**src/rtl/dmem_arbiter.sv**
```systemverilog
// Round-robin arbiter/sequencer sharing one DMEM port between the core (C) and a loader/DMA port (D).
// Supports bounded lock bursts, one-cycle read return and a saturating core-stall counter.
module dmem_arbiter #(
  parameter int ADDR_W    = 64,
  parameter int DATA_W    = 64,
  parameter int MAX_BURST = 4,
  parameter int CNT_W     = 32
) (
  input  logic              i_clk,
  input  logic              i_rst_n,
  input  logic              i_c_req,
  input  logic              i_c_we,
  input  logic              i_c_lock,
  input  logic [ADDR_W-1:0] i_c_addr,
  input  logic [DATA_W-1:0] i_c_wdata,
  input  logic              i_d_req,
  input  logic              i_d_we,
  input  logic              i_d_lock,
  input  logic [ADDR_W-1:0] i_d_addr,
  input  logic [DATA_W-1:0] i_d_wdata,
  output logic              o_c_gnt,
  output logic              o_d_gnt,
  output logic              o_c_rvalid,
  output logic              o_d_rvalid,
  output logic [DATA_W-1:0] o_c_rdata,
  output logic [DATA_W-1:0] o_d_rdata,
  output logic              o_core_stall,
  output logic [CNT_W-1:0]  o_stall_cnt,
  output logic [ADDR_W-1:0] o_mem_addr,
  output logic [DATA_W-1:0] o_mem_wdata,
  output logic              o_mem_we,
  output logic              o_mem_re,
  input  logic [DATA_W-1:0] i_mem_rdata
);

  localparam int BURST_W = (MAX_BURST > 1) ? $clog2(MAX_BURST) : 1;
  localparam logic [BURST_W-1:0] BURST_LAST = BURST_W'(MAX_BURST - 1);

  typedef enum logic [1:0] {
    ST_IDLE  = 2'd0,
    ST_OWN_C = 2'd1,
    ST_OWN_D = 2'd2
  } state_t;

  state_t             r_state;
  state_t             w_state_next;
  logic               r_last_d;
  logic               w_last_d_next;
  logic [BURST_W-1:0] r_burst_cnt;
  logic [BURST_W-1:0] w_burst_next;
  logic [CNT_W-1:0]   r_stall_cnt;

  logic w_c_gnt;
  logic w_d_gnt;
  logic w_c_access;
  logic w_d_access;
  logic w_core_stall;
  logic w_burst_room;

  assign w_c_gnt      = (r_state == ST_OWN_C);
  assign w_d_gnt      = (r_state == ST_OWN_D);
  assign w_c_access   = w_c_gnt & i_c_req;
  assign w_d_access   = w_d_gnt & i_d_req;
  assign w_core_stall = i_c_req & ~w_c_gnt;
  assign w_burst_room = (r_burst_cnt < BURST_LAST);

  assign o_c_gnt      = w_c_gnt;
  assign o_d_gnt      = w_d_gnt;
  assign o_core_stall = w_core_stall;
  assign o_stall_cnt  = r_stall_cnt;

  always_ff @(posedge i_clk or negedge i_rst_n) begin
    if (!i_rst_n) begin
      r_state     <= ST_IDLE;
      r_last_d    <= 1'b1;
      r_burst_cnt <= '0;
    end else begin
      r_state     <= w_state_next;
      r_last_d    <= w_last_d_next;
      r_burst_cnt <= w_burst_next;
    end
  end

  // last_owner only changes when an owner actually gives up the port.
  always_comb begin
    w_state_next  = r_state;
    w_last_d_next = r_last_d;
    w_burst_next  = r_burst_cnt;
    case (r_state)
      ST_IDLE: begin
        w_burst_next = '0;
        if (i_c_req && i_d_req) begin
          w_state_next = r_last_d ? ST_OWN_C : ST_OWN_D;
        end else if (i_c_req) begin
          w_state_next = ST_OWN_C;
        end else if (i_d_req) begin
          w_state_next = ST_OWN_D;
        end
      end
      ST_OWN_C: begin
        if (i_c_req && i_c_lock && w_burst_room) begin
          w_burst_next = r_burst_cnt + BURST_W'(1);
        end else if (i_d_req) begin
          w_state_next  = ST_OWN_D;
          w_burst_next  = '0;
          w_last_d_next = 1'b0;
        end else if (i_c_req) begin
          w_burst_next = '0;
        end else begin
          w_state_next  = ST_IDLE;
          w_burst_next  = '0;
          w_last_d_next = 1'b0;
        end
      end
      ST_OWN_D: begin
        if (i_d_req && i_d_lock && w_burst_room) begin
          w_burst_next = r_burst_cnt + BURST_W'(1);
        end else if (i_c_req) begin
          w_state_next  = ST_OWN_C;
          w_burst_next  = '0;
          w_last_d_next = 1'b1;
        end else if (i_d_req) begin
          w_burst_next = '0;
        end else begin
          w_state_next  = ST_IDLE;
          w_burst_next  = '0;
          w_last_d_next = 1'b1;
        end
      end
      default: begin
        w_state_next = ST_IDLE;
        w_burst_next = '0;
      end
    endcase
  end

  // Memory port is driven only in a true access cycle; reset clears the grant
  // asynchronously, so enables drop as soon as reset asserts.
  always_comb begin
    o_mem_addr  = '0;
    o_mem_wdata = '0;
    o_mem_we    = 1'b0;
    o_mem_re    = 1'b0;
    if (w_c_access) begin
      o_mem_addr  = i_c_addr;
      o_mem_wdata = i_c_wdata;
      o_mem_we    = i_c_we;
      o_mem_re    = ~i_c_we;
    end else if (w_d_access) begin
      o_mem_addr  = i_d_addr;
      o_mem_wdata = i_d_wdata;
      o_mem_we    = i_d_we;
      o_mem_re    = ~i_d_we;
    end
  end

  always_ff @(posedge i_clk or negedge i_rst_n) begin
    if (!i_rst_n) begin
      r_stall_cnt <= '0;
    end else if (w_core_stall && (r_stall_cnt != {CNT_W{1'b1}})) begin
      r_stall_cnt <= r_stall_cnt + CNT_W'(1);
    end
  end

  // Per-requester read return path: index 0 is C, index 1 is D.
  logic [1:0] w_rd_access;
  assign w_rd_access[0] = w_c_access & ~i_c_we;
  assign w_rd_access[1] = w_d_access & ~i_d_we;

  for (genvar gi = 0; gi < 2; gi++) begin : gen_ret
    logic              r_rvalid;
    logic [DATA_W-1:0] r_rdata;

    always_ff @(posedge i_clk or negedge i_rst_n) begin
      if (!i_rst_n) begin
        r_rvalid <= 1'b0;
        r_rdata  <= '0;
      end else begin
        r_rvalid <= w_rd_access[gi];
        if (w_rd_access[gi]) begin
          r_rdata <= i_mem_rdata;
        end
      end
    end

    if (gi == 0) begin : gen_c
      assign o_c_rvalid = r_rvalid;
      assign o_c_rdata  = r_rdata;
    end else begin : gen_d
      assign o_d_rvalid = r_rvalid;
      assign o_d_rdata  = r_rdata;
    end
  end

endmodule

```
**config.mk**
```make
export PLATFORM = sky130hd
export DESIGN_NAME = dmem_arbiter
export DESIGN_NICKNAME = d
export VERILOG_FILES = /design/src/rtl/dmem_arbiter.sv
export SDC_FILE = /design/constraint.sdc
export NUM_CORES = 1
export LEC_CHECK = 0
export CORE_AREA = 4 4 238 240
export CTS_CLUSTER_SIZE = 30
export DETAILED_ROUTE_END_ITERATION = 8
export DIE_AREA = 0 0 242 244
export HOLD_SLACK_MARGIN = 0.03
export PLACE_DENSITY = 0.41
export SYNTH_ARGS = -nofsm -noshare
export SYNTH_HDL_FRONTEND = slang
export SYNTH_SLANG_ARGS = --single-unit
```
**constraint.sdc**
```tcl
create_clock -name i_clk -period 2.5 [get_ports i_clk]
set_input_delay 0.5 -clock i_clk [delete_from_list [all_inputs] [get_ports i_clk]]
set_output_delay 0.5 -clock i_clk [all_outputs]
set_load 0.05 [all_outputs]
```
# --- Word level (Yosys, flattened, before mapping) ---
# Index checks and enable logic that the tools add are counted.
word_totals:
  reg_bits: 167
  inputBits: 328
  output_inout_bits: 295
  wordCells: 66
op_classes:
  n_addsub: 2
  order_cmp: 1
  n_eq_ne: 8
  muxes: 29
  n_bitwise: 8
  reduce_logical: 10
op_table:
  columns: ["cell", "count"]
  rows:
  - ["two-way mux 64 bit", 4]
  - ["adder 32 x 1 -> 32 bit (second input constant)", 1]
  - ["inequality test 32 bit (second input constant)", 1]
  - ["two-way mux 2 bit", 12]
  - ["two-way mux 1 bit", 10]
  - ["AND reduction 5 bit", 2]
  - ["logical AND 1 bit", 6]
  - ["inequality test 3 bit (second input constant)", 2]
  - ["case mux 2 bit (3 select lines)", 1]
  - ["AND 1 bit", 5]
  - ["inequality test 2 bit (second input constant)", 2]
  - ["inequality test 4 bit (second input constant)", 1]
  - ["case mux 2 bit (2 select lines)", 1]
  - ["NOT 1 bit", 3]
  - ["adder 2 x 1 -> 2 bit (second input constant)", 1]
  - ["== test 2 x 1 -> 1 bit (second input constant)", 1]
  - ["== test 2 bit (second input constant)", 1]
  - ["logical NOT 2 bit", 1]
  - ["less-than comparator 2 bit (second input constant)", 1]
  - ["case mux 1 bit (2 select lines)", 1]
  - ["nonzero test 2 bit", 1]

# --- Depth between registers and ports, before layout ---
depth:
  ltp_word: 4
  mapped_depth: 10
  mapped_depth_nobuf: 7

# --- Worst setup path before layout ---
# No wires, ideal clock.
synth_path:
  path_kind: "reg2out"
  from: "register r_state[0]"
  to: "output o_mem_re"
  arrival_ps: 2766
  t_required_ps: 2000
  path_slack_ps: -766
  path_stages_with_launch: 7
  path_buffers: 1
  path_cell_list: "dfrtp_1 inv_1 ha_1 nand2_1 or2_2 clkbuf_1 o21ai_0"
synth_via:
  elab_chain_len: 4
  word_cells_on_any_way: 6
  classes_between: "2 x eq/ne; 2 x mux; 2 x bitwise"
synth_lines:
  columns: ["element", "line_no", "rtl"]
  rows:
  - ["start, declared", "45", "state_t r_state;"]
  - ["start signal, assigned", "78", "r_state <= w_state_next;"]
  - ["== test 2 bit", "61", "assign w_d_gnt = (r_state == ST_OWN_D);"]
  - ["via o_d_gnt", "22", "output logic o_d_gnt,"]
  - ["AND 1 bit", "63", "assign w_d_access = w_d_gnt & i_d_req;"]
  - ["two-way mux 1 bit", "149", "end else if (w_d_access) begin"]
  - ["two-way mux 1 bit", "144", "if (w_c_access) begin"]
  - ["end, declared", "32", "output logic o_mem_re,"]
# The timed path passes the listed nets, and every way through them passes these cells.

# --- Final worst setup path ---
layout_path:
  from: "register r_state[1]"
  to: "output o_mem_addr[25]"
layout_via:
  elab_chain_len: 4
  word_cells_on_any_way: 6
  classes_between: "2 x eq/ne; 2 x mux; 2 x bitwise"
layout_lines:
  columns: ["element", "line_no", "rtl"]
  rows:
  - ["== test 2 bit", "61", null]
  - ["AND 1 bit", "63", null]
  - ["two-way mux 64 bit", "149", null]
  - ["two-way mux 64 bit *", "144", null]
  - ["end, declared", "29", "output logic [ADDR_W-1:0] o_mem_addr,"]
# Every way passes the cells marked *; elsewhere a longest branch is shown, timed or not.

==> flow_metrics.py <==
metrics = {
    "worst_setup_path": {
        "required_ns": 2.00,
        "cp-end-kind": "primary output",
        "ff2ff_path_depth": 8,
        "critPathKind": "reg -> out",
        "worst_setup_path_start_kind": "register",
        "crit_fanout": 17,
        "worstPathArrival_ns": 2.13,
    },
    "drt": {
        "routed_wl_um": 56600,
        "dr.pass1.iters": 5,
        "dr.first_iter.drc_count": 409,
        "vias": 9403,
        "avgViaCountPerCell": 4.13,
        "ant_nets": 0,
        "drc_errors": 0,
        "routedWlPerCell_um": 24.9,
    },
    "yosys": {
        "synth_common_cells": "400 x nand2_1, 166 x dfrtp_1, 129 x a22o_1, 50 x clkbuf_1",
        "synth_compound_area_frac": 0.154,
        "synthAdderAreaFrac": 0.0109,
        "synthFlopType": "dfrtp_1",
        "yosys.area.top_type": "dfrtp_1",
        "yosys.area_share.simple": 0.249,
        "synth_most_common_cell": "nand2_1",
        "async_flop_share": 1.00,
        "syn_avg_cell_area_um2": 9.02,
        "yosysUniqueCellTypes": 39,
        "netlist_area_mm2": 0.00802,
        "synth_xor_area_frac": 0.0306,
        "ys_seq_area_frac": 0.521,
        "synth_mux_area_frac": 0.00546,
        "syn_nets": 1224,
        "synth.ff_latch_count": 167,
        "synth_top_family_by_area": "simple AND/OR/NAND/NOR gates",
        "synth_top_area_frac": 0.518,
        "synth_area_leaders": "dfrtp_1 52%, nand2_1 19%, a22o_1 14%",
        "synth_cells": 889,
        "ys_warn_count": 0,
        "synth-edff-count": 0,
    },
    "power_and_ir_drop": {
        "p_total_mw": 21.8,
        "irDropWorstVdd_mv": 0.504,
        "seq_power_share": 0.205,
        "power_frac_comb": 0.657,
        "p_sw_mw": 10.6,
        "power.density_mw_per_mm2": 1190,
        "p_sw_frac": 0.487,
        "p_clk_frac": 0.138,
        "leakage_nw": 8.26,
        "p_int_mw": 11.2,
    },
    "timing": {
        "min_period_ns": 2.63,
        "rsz0062_at_grt": "yes",
        "setup_violations": 126,
        "setup_slack_ns": -0.126,
        "drv_slew": 0,
        "tightest_slew_ns": 0.652,
        "fmax_mhz": 381,
        "hold_slack_ns": 0.437,
        "fin_skew_ns": 0.0130,
        "hold_viol_final": 0,
        "period_share": 1.05,
        "slew_headroom": 0.564,
    },
    "floorplanning": {
        "die_h_um": 244,
        "core-area_mm2": 0.0547,
        "io_pins": 623,
        "fp-row-count": 86,
        "die_x_um": 242,
        "dieArea_mm2": 0.0590,
        "start_util": 0.147,
    },
    "finish": {
        "syn_to_final_growth_pct": 129,
        "fin_nets": 1878,
        "stdcell_count": 2277,
        "drive_gt1_frac": 0.246,
        "num-fill-cells": 5534,
    },
    "clock_tree": {
        "clock_latency_ns": 0.44,
        "clk_pin_slew_worst_paths_ns": 0.07,
        "cts_made_buffers": 17,
        "clock-sinks": 167,
        "cts_tree": "yes",
        "cts_max_level": 4,
        "cts_root_buf": "clkbuf_16",
        "clock_path_buffers": 2,
    },
    "global_route": {
        "grt_max_degree": 58,
        "grt_usage": 0.185,
        "antenna_found_initial": 47,
        "grt_remaining_overflow": 0,
        "grt_pass1_wl_um": 77700,
        "grt_pass1_vias": 9871,
    },
    "place": {
        "place_ws_ns": -0.135,
        "place.port_buffers": 622,
        "dpl.cell_count": 2207,
        "gp_congestion": 0.834,
        "hpwl_um": 47300,
    },
    "status": {
        "status": "finished, violations left",
        "violations": "negative setup slack",
    },
    "min_path": {
        "min_delay_path_depth": 1,
        "min_path_type": "reg -> reg",
    },
    "run": {
        "drv_cap": 0,
    },
}
## per-stage QoR
stage               utilization  instance area, µm²  setup TNS (ns)
CTS                       0.327               17900          -12.79
floorplan                     -                8260           -6.68
detailed placement        0.303               16600          -10.94
global route              0.335               18300          -20.08
finish                    0.336               18400          -11.36
global placement          0.303               16600          -10.83
## routing by layer
metal / GRT usage / up-vias / part of all wire
met5: 0 / - / 0.0045
met4: 0.0872 / 40 / 0.040
met3: 0.0673 / 105 / 0.077
met2: 0.355 / 402 / 0.56
met1: 0.173 / 4500 / 0.32
li1: - / 4356 / -
## cells by family after synthesis
kind of cell | count (synthesis)
XOR/XNOR | 28
AO/OA/AOI/OAI | 146
buffers and inverters | 61
multiplexers | 4
adder cells (fa/ha/maj) | 7
flip-flops | 167
AND/OR/NAND/NOR | 476
## power groups by stage
stage	logic [mW]	clock network, mW	registers (mW)
3_5_place_dp	13.6	0	4.51
5_1_grt	14.9	3.23	4.63
4_1_cts	14.2	3.12	4.47
3_3_place_gp	13.6	0	4.47
6_report	14.3	3.02	4.46
2_1_floorplan	3.77	0	8.28
## flip-flops by register name, indices dropped and copies added, names as in the netlist
signal / cells
o_d_rdata: 64
r_burst_cnt: 2
o_c_rdata: 64
o_d_rvalid: 1
o_c_rvalid: 1
o_stall_cnt: 32
r_state: 2
r_last_d: 1
## layout make-up
cell class | count | area (µm²) | area share
Timing Repair Buffer | 692 | 8140 | 0.443
Tap cell | 704 | 881 | 0.0480
Sequential cell | 167 | 4180 | 0.228
Antenna cell | 18 | 45.0 | 0.00245
Inverter | 4 | 15.0 | 0.000818
Clock buffer | 21 | 470 | 0.0256
Multi-Input combinational cell | 661 | 4430 | 0.241
Clock inverter | 10 | 191 | 0.0104
## worst max-delay path, stage by stage, from the launching register on
cell	delay, ns
dfrtp_1	0.42
inv_2	0.09
ha_4	0.13
and2_4	0.17
nor2_4	0.04
buf_12	0.13
buf_12	0.14
buf_12	0.15
a22o_2	0.24
buf_12	0.15
## worst paths after layout
path / endpoint / startpoint / slack [ns]
max: o_mem_addr[25] / r_state[1]$_DFFE_PN0P_ / -0.13
min: r_burst_cnt[0]$_DFF_PN0_ / r_burst_cnt[0]$_DFF_PN0_ / 0.44
max reg2reg: o_stall_cnt[27]$_DFFE_PN0P_ / r_state[1]$_DFFE_PN0P_ / 0.26
min reg2reg: r_burst_cnt[0]$_DFF_PN0_ / r_burst_cnt[0]$_DFF_PN0_ / 0.44
max in group asynchronous: o_c_rdata[59]$_DFFE_PN0P_ / i_rst_n / 1.29
min in group asynchronous: o_d_rdata[48]$_DFFE_PN0P_ / i_rst_n / 0.50
## layout by cell type (no fill, tap or decap), drive strengths merged, types with 2 or more instances in the layout
| master | n |
|---|---|
| nand3 | 17 |
| ha | 7 |
| a22o | 129 |
| nand4 | 12 |
| or4 | 2 |
| and2 | 4 |
| a21oi | 7 |
| nor3b | 2 |
| diode | 18 |
| o211ai | 2 |
| xor2 | 11 |
| xnor2 | 17 |
| a31oi | 2 |
| and4 | 6 |
| nand2b | 3 |
| clkdlybuf4s50 | 487 |
| mux2 | 3 |
| and3 | 10 |
| inv | 5 |
| clkbuf | 23 |
| nor3 | 7 |
| nor2 | 8 |
| clkinv | 2 |
| bufinv | 5 |
| o21ai | 3 |
| nand2 | 400 |
| clkinvlp | 2 |
| buf | 201 |
| dfrtp | 166 |
## what timing repair did
action / in CTS / in global routing
cloned: 3 / 2
endpoints found under the hold margin: 26 / 0
resized for setup: 98 / 49
setup buffers: 9 / 7
pin swaps: 7 / 8
endpoints found under the setup margin: 130 / 130
hold buffers: 1 / 0
No activity file was read; power rests on OpenSTA's default activity.
